[src/rtl/signed_divider.sv]
`default_nettype none
// ============================================================================
// Module      : signed_divider
// Description : Sequential two's-complement divider built on an unsigned
//               restoring-division core. Operands are converted to unsigned
//               magnitudes on acceptance. One quotient bit is then produced
//               per clock. Result signs are applied in a final fix-up cycle.
//               Quotient truncates toward zero. The remainder takes the sign
//               of the dividend.
// Ports       :
//   clk          in   single clock, all state updates on rising edge
//   reset        in   synchronous active-high reset
//   start        in   request a division (accepted only when idle)
//   dividend     in   WIDTH-bit two's-complement dividend
//   divisor      in   WIDTH-bit two's-complement divisor
//   busy         out  high while a division is in progress
//   done         out  one-cycle pulse, results valid
//   quotient     out  WIDTH-bit two's-complement quotient
//   remainder    out  WIDTH-bit two's-complement remainder
//   div_by_zero  out  set together with done when the divisor was zero
// Revision    : 1.0 - initial release
// ============================================================================
module signed_divider #(
    parameter int WIDTH = 16
) (
    input  logic             clk,
    input  logic             reset,
    input  logic             start,
    input  logic [WIDTH-1:0] dividend,
    input  logic [WIDTH-1:0] divisor,
    output logic             busy,
    output logic             done,
    output logic [WIDTH-1:0] quotient,
    output logic [WIDTH-1:0] remainder,
    output logic             div_by_zero
);

    // The counter is one bit wider than log2 so it can hold WIDTH itself.
    localparam int CNT_W = $clog2(WIDTH) + 1;

    localparam logic [WIDTH-1:0] C_ONE        = WIDTH'(1);
    localparam logic [CNT_W-1:0] C_CNT_ONE    = CNT_W'(1);
    localparam logic [CNT_W-1:0] C_CNT_INIT   = CNT_W'(WIDTH);

    typedef enum logic [1:0] {
        S_IDLE = 2'd0,
        S_RUN  = 2'd1,
        S_FIX  = 2'd2
    } state_t;

    // ------------------------------------------------------------------------
    // State
    // ------------------------------------------------------------------------
    state_t             state_q,       state_d;
    logic [CNT_W-1:0]   count_q,       count_d;
    logic [WIDTH-1:0]   dvsr_q,        dvsr_d;      // divisor magnitude
    logic [WIDTH-1:0]   rem_q,         rem_d;       // partial remainder
    logic [WIDTH-1:0]   quo_q,         quo_d;       // dividend in, quotient out
    logic               neg_a_q,       neg_a_d;     // dividend sign
    logic               neg_b_q,       neg_b_d;     // divisor sign
    logic               dbz_q,         dbz_d;       // divisor was zero
    logic               busy_q,        busy_d;
    logic               done_q,        done_d;
    logic [WIDTH-1:0]   quotient_q,    quotient_d;
    logic [WIDTH-1:0]   remainder_q,   remainder_d;
    logic               div_by_zero_q, div_by_zero_d;

    // ------------------------------------------------------------------------
    // Helpers
    // ------------------------------------------------------------------------
    function automatic logic [WIDTH-1:0] neg2(input logic [WIDTH-1:0] v);
        return ~v + C_ONE;
    endfunction

    // The most negative value negates to itself. Its bit pattern read as
    // unsigned is exactly 2^(WIDTH-1), so the magnitude needs no extra bit.
    logic [WIDTH-1:0] w_dividend_mag;
    logic [WIDTH-1:0] w_divisor_mag;

    assign w_dividend_mag = dividend[WIDTH-1] ? neg2(dividend) : dividend;
    assign w_divisor_mag  = divisor[WIDTH-1]  ? neg2(divisor)  : divisor;

    // One restoring step: bring the next dividend bit (MSB of quo_q) into
    // the partial remainder, then trial-subtract. No borrow means it fits.
    logic [WIDTH:0]   w_shift;
    logic [WIDTH:0]   w_trial;
    logic             w_fits;

    assign w_shift = {rem_q, quo_q[WIDTH-1]};
    assign w_trial = w_shift - {1'b0, dvsr_q};
    assign w_fits  = ~w_trial[WIDTH];

    // ------------------------------------------------------------------------
    // Next-state logic
    // ------------------------------------------------------------------------
    always_comb begin
        state_d       = state_q;
        count_d       = count_q;
        dvsr_d        = dvsr_q;
        rem_d         = rem_q;
        quo_d         = quo_q;
        neg_a_d       = neg_a_q;
        neg_b_d       = neg_b_q;
        dbz_d         = dbz_q;
        busy_d        = busy_q;
        done_d        = 1'b0;
        quotient_d    = quotient_q;
        remainder_d   = remainder_q;
        div_by_zero_d = div_by_zero_q;

        case (state_q)
            S_IDLE: begin
                if (start) begin
                    dvsr_d  = w_divisor_mag;
                    quo_d   = w_dividend_mag;
                    rem_d   = '0;
                    neg_a_d = dividend[WIDTH-1];
                    neg_b_d = divisor[WIDTH-1];
                    dbz_d   = (divisor == '0);
                    count_d = C_CNT_INIT;
                    busy_d  = 1'b1;
                    state_d = S_RUN;
                end
            end

            S_RUN: begin
                // Counter runs WIDTH -> 0. The zero cycle only hands over to
                // the fix-up state, so the counter never wraps.
                if (count_q != '0) begin
                    rem_d   = w_fits ? w_trial[WIDTH-1:0] : w_shift[WIDTH-1:0];
                    quo_d   = {quo_q[WIDTH-2:0], w_fits};
                    count_d = count_q - C_CNT_ONE;
                end else begin
                    state_d = S_FIX;
                end
            end

            S_FIX: begin
                // With a zero divisor every trial subtract succeeds. That
                // leaves quo all ones and rem = |dividend|. Forcing the
                // quotient keeps it all ones whatever the dividend's sign.
                // The sign fix-up on rem turns it back into the dividend.
                if (dbz_q) begin
                    quotient_d = '1;
                end else if (neg_a_q ^ neg_b_q) begin
                    quotient_d = neg2(quo_q);
                end else begin
                    quotient_d = quo_q;
                end
                remainder_d   = neg_a_q ? neg2(rem_q) : rem_q;
                div_by_zero_d = dbz_q;
                done_d        = 1'b1;
                busy_d        = 1'b0;
                state_d       = S_IDLE;
            end

            default: begin
                state_d = S_IDLE;
                busy_d  = 1'b0;
            end
        endcase
    end

    // ------------------------------------------------------------------------
    // Registers
    // ------------------------------------------------------------------------
    always_ff @(posedge clk) begin
        if (reset) begin
            state_q       <= S_IDLE;
            count_q       <= '0;
            dvsr_q        <= '0;
            rem_q         <= '0;
            quo_q         <= '0;
            neg_a_q       <= 1'b0;
            neg_b_q       <= 1'b0;
            dbz_q         <= 1'b0;
            busy_q        <= 1'b0;
            done_q        <= 1'b0;
            quotient_q    <= '0;
            remainder_q   <= '0;
            div_by_zero_q <= 1'b0;
        end else begin
            state_q       <= state_d;
            count_q       <= count_d;
            dvsr_q        <= dvsr_d;
            rem_q         <= rem_d;
            quo_q         <= quo_d;
            neg_a_q       <= neg_a_d;
            neg_b_q       <= neg_b_d;
            dbz_q         <= dbz_d;
            busy_q        <= busy_d;
            done_q        <= done_d;
            quotient_q    <= quotient_d;
            remainder_q   <= remainder_d;
            div_by_zero_q <= div_by_zero_d;
        end
    end

    assign busy        = busy_q;
    assign done        = done_q;
    assign quotient    = quotient_q;
    assign remainder   = remainder_q;
    assign div_by_zero = div_by_zero_q;

endmodule
`default_nettype wire

[config.mk]
export PLATFORM = sky130hd
export DESIGN_NAME = signed_divider
export DESIGN_NICKNAME = d
export VERILOG_FILES = /design/src/rtl/signed_divider.sv
export SDC_FILE = /design/constraint.sdc
export NUM_CORES = 1
export LEC_CHECK = 0
export CAP_MARGIN = 0
export CORE_MARGIN = 2
export CORE_UTILIZATION = 51
export DETAILED_ROUTE_END_ITERATION = 6
export PLACE_DENSITY = 0.77
export SLEW_MARGIN = 20
export SYNTH_ARGS = -nofsm -noshare
export SYNTH_HDL_FRONTEND = slang
export SYNTH_SLANG_ARGS = --single-unit
[constraint.sdc]
create_clock -name clk -period 2.5 [get_ports clk]
set_input_delay 0.5 -clock clk [delete_from_list [all_inputs] [get_ports clk]]
set_output_delay 0.5 -clock clk [all_outputs]
set_load 0.05 [all_outputs]
==> impl_metrics.tcl <==
set metrics [dict create \
    power.leakage_nw 2.66 \
    worstHoldStart "dvsr_q[14]$_SDFFE_PP0P_" \
    relSlewSlack_pct 59.1 \
    synth.distinct_cells 63 \
    finalWorstPathRequiredPeriod_ps 2470 \
    cp_data_arrival_time_ps 2800 \
    async_flop_share_pct 0 \
    layout.nets 843 \
    synth-edff-count 0 \
    dieArea_mm2 0.0119 \
    rsz0062_at_grt "true" \
    die_w_um 109 \
    worst_slew_pin_slew_ps 612 \
    criticalPathCategory "reg -> reg" \
    max_stage_delay_ps 360 \
    required_ps 2820 \
    critical_path_buf_inv_count 1 \
    num_vias 5247 \
    r2r_end "rem_q[0]$_SDFFE_PP0P_" \
    grt_use_met2_pct 39.8 \
    slew_violations 0 \
    syn-instance-count 690 \
    placement_rows 38 \
    min_period_over_period_pct 98.9 \
    numCtsBuffers 9 \
    start_util_pct 52.0 \
    antenna_left 0 \
    grt_pass1_vias 4943 \
    cap_viol_max_count 0 \
    worstHoldEndpoint "dvsr_q[14]$_SDFFE_PP0P_" \
    root_buffer "clkbuf_8" \
    antenna_found_initial 0 \
    grt_max_degree 48 \
    port_buffers 69 \
    yosys.area.top_type "dfxtp_1" \
    peakVddDrop_mv 0.280 \
    crit_family "compound AO/OA/AOI/OAI gates" \
    gp_congestion 1.02 \
    end_kind "flip-flop" \
    grt.busiest_layer "met2" \
    ys_seq_area_share_pct 33.2 \
    critPathSlowestCell "dfxtp_1" \
    hold_viol_final 0 \
    viasPerCell 5.65 \
    fin_ws_ps 26.7 \
    final_common_cell "dfxtp_1" \
    grt_pass1_wl_um 22900 \
    path_max_fanout 5 \
    path_cells "ha_4, fa_2, nand2b_4, a21oi_4, o31a_1, a21o_1, xor2_4, clkbuf_16, mux2i_1, a22o_1" \
    cts_tree "done" \
    dpl.hpwl_um 10600 \
    finalSetupViolations 0 \
    path_clk_slew_ps 100 \
    wirelength_um 14200 \
    cts.sinks 93 \
    drive_gt1_share_pct 12.4 \
    die_h_um 109 \
    grtUsageMet1_pct 32.6 \
    min_path_type "reg -> reg" \
    drtPass1Iterations 4 \
    timing.rr.start "dvsr_q[0]$_SDFFE_PP0P_" \
    syn_nets 748 \
    synth.top_cell.area_share_pct 33.2 \
    synth_ff_type "dfxtp_1" \
    dpl.cell_count 909 \
    ys_warn_count 0 \
    wire_per_inst_um 15.3 \
    status "finished clean" \
    min_path_cells 2 \
    synth_top_cells_by_area "dfxtp_1, xor2_1, nand2_1, ha_1, nor2_1" \
    crit_cells 10 \
    max_freq_mhz 404 \
    use_met3_pct 3.11 \
    place_worst_setup_slack_ps -129 \
    rrSetupSlack_ps 30 \
    final_cells 929 \
    grt_usage_pct 24.2 \
    ys_ff_latch 93 \
    skew_ps 15.1 \
    antennaDiodeCount 0 \
    overflow 0 \
    coreArea_mm2 0.0108 \
    synth_area_mm2 0.00561 \
    drc 0 \
    drtIter0Drc 359 \
    htree_levels 3 \
    synthToLayoutAreaGrowth_pct 24.7 \
    layout_common_cells "dfxtp_1, nand2_1, nor2_1" \
    clk_path_buf_depth 2 \
    crit_path_start_kind "flip-flop" \
    io_pins 70 \
    reg2regPathDepth 10 \
    syn_avg_cell_area_um2 8.13 \
    insertion_delay_ps 380 \
    power_density_mw_per_mm2 570 \
]
[registers in the layout (all words and copies together), names as in the netlist]
register / cells
state_q: 2
busy: 1
count_q: 5
dbz_q: 1
quotient: 16
div_by_zero: 1
remainder: 16
neg_a_q: 1
dvsr_q: 16
rem_q: 16
quo_q: 16
done: 1
neg_b_q: 1
[where the power goes]
group / switching [mW] / total, mW / internal, mW
Clock: 0.550 / 0.936 / 0.385
Sequential: 0.109 / 1.70 / 1.59
Combinational: 0.767 / 1.35 / 0.580
Total: 1.43 / 3.98 / 2.56
[Yosys cell counts, types with 3 or more instances]
cell      number
clkbuf_1      20
nor2b_1        4
nand2_1       79
and2_1         3
nand4_1        4
buf_1          4
o211ai_1       6
ha_1          22
or4_1          4
nand3_1        5
o21ai_0       48
buf_2          6
nand2b_1      10
a211oi_1      35
a21oi_1       42
nor3_1        23
o41ai_1        7
a21o_1         3
o21a_1         3
nor2_1        73
xnor2_1       20
inv_1         33
and3_1         4
a31oi_1        6
nor4_4         3
a311oi_1       4
or3_1          3
o31ai_1       13
mux2i_1       17
a22o_1        10
xor2_1        44
dfxtp_1       93
nor4_1         3
[routing by layer]
layer	up-vias	wire length (um)
met5	-	0
met3	13	696
met2	153	6720
met1	2436	6610
li1	2645	-
met4	0	169
[timing repair]
item                       CTS  global route
resized for setup            0            22
setup endpoints to repair    0            17
hold buffers                 0             0
setup buffers                0             2
[per-stage QoR]
stage                     hold slack (ps)  utilization [%]  cell area, um^2  TNS, ps  power, mW
after floorplan                       432                -             5610        0       2.60
after global placement                444             61.8             6670     -252       2.95
after detailed placement              450             61.8             6670     -540       2.99
after CTS                             461             63.4             6840        0       3.92
after global routing                  474             64.8             7000     -722       4.19
final                                 462             64.8             7000        0       3.98
[worst reg2reg max path, delay by kind of cell (launching register included)]
kind | cells | cell delay [ps]
buffers and inverters | 1 | 220
flip-flops | 1 | 360
adder cells (fa/ha/maj) | 2 | 540
XOR/XNOR | 1 | 290
AND/OR/NAND/NOR | 1 | 160
multiplexers | 1 | 200
AO/OA/AOI/OAI | 4 | 670
[cell families after synthesis]
group                      Yosys count  share of synthesized area [%]
DFF                                 93                           33.2
xor gates and xnor gates            65                           10.3
and+or+nand+nor                    232                           19.9
AOI/OAI and AO/OA                  192                           23.0
adders and majority gates           23                           5.27
muxes                               18                           3.24
buffers and inverters               67                           5.09
[worst max-delay path by stage]
stage,endpoint,start,slack [ps]
detailed placement,quo_q[13]$_SDFFE_PP0P_,dividend[4],-130
CTS,rem_q[10]$_SDFFE_PP0P_,quo_q[15]$_SDFFE_PP0P_,50
global placement,quo_q[13]$_SDFFE_PP0P_,dividend[4],-100
floorplan,rem_q[10]$_SDFFE_PP0P_,quo_q[15]$_SDFFE_PP0P_,130
global route,rem_q[0]$_SDFFE_PP0P_,quo_q[15]$_SDFFE_PP0P_,-90
finish,rem_q[0]$_SDFFE_PP0P_,dvsr_q[0]$_SDFFE_PP0P_,30
[layout make-up]
cell class | count | area [um^2]
Inverter | 33 | 124
Multi-Input combinational cell | 530 | 3560
Sequential cell | 93 | 1860
Timing Repair Buffer | 118 | 1100
Clock buffer | 10 | 138
Tap cell | 140 | 175
Fill cell | 955 | 3800
Clock inverter | 5 | 35.0
(Power assumes the default switching activity.)
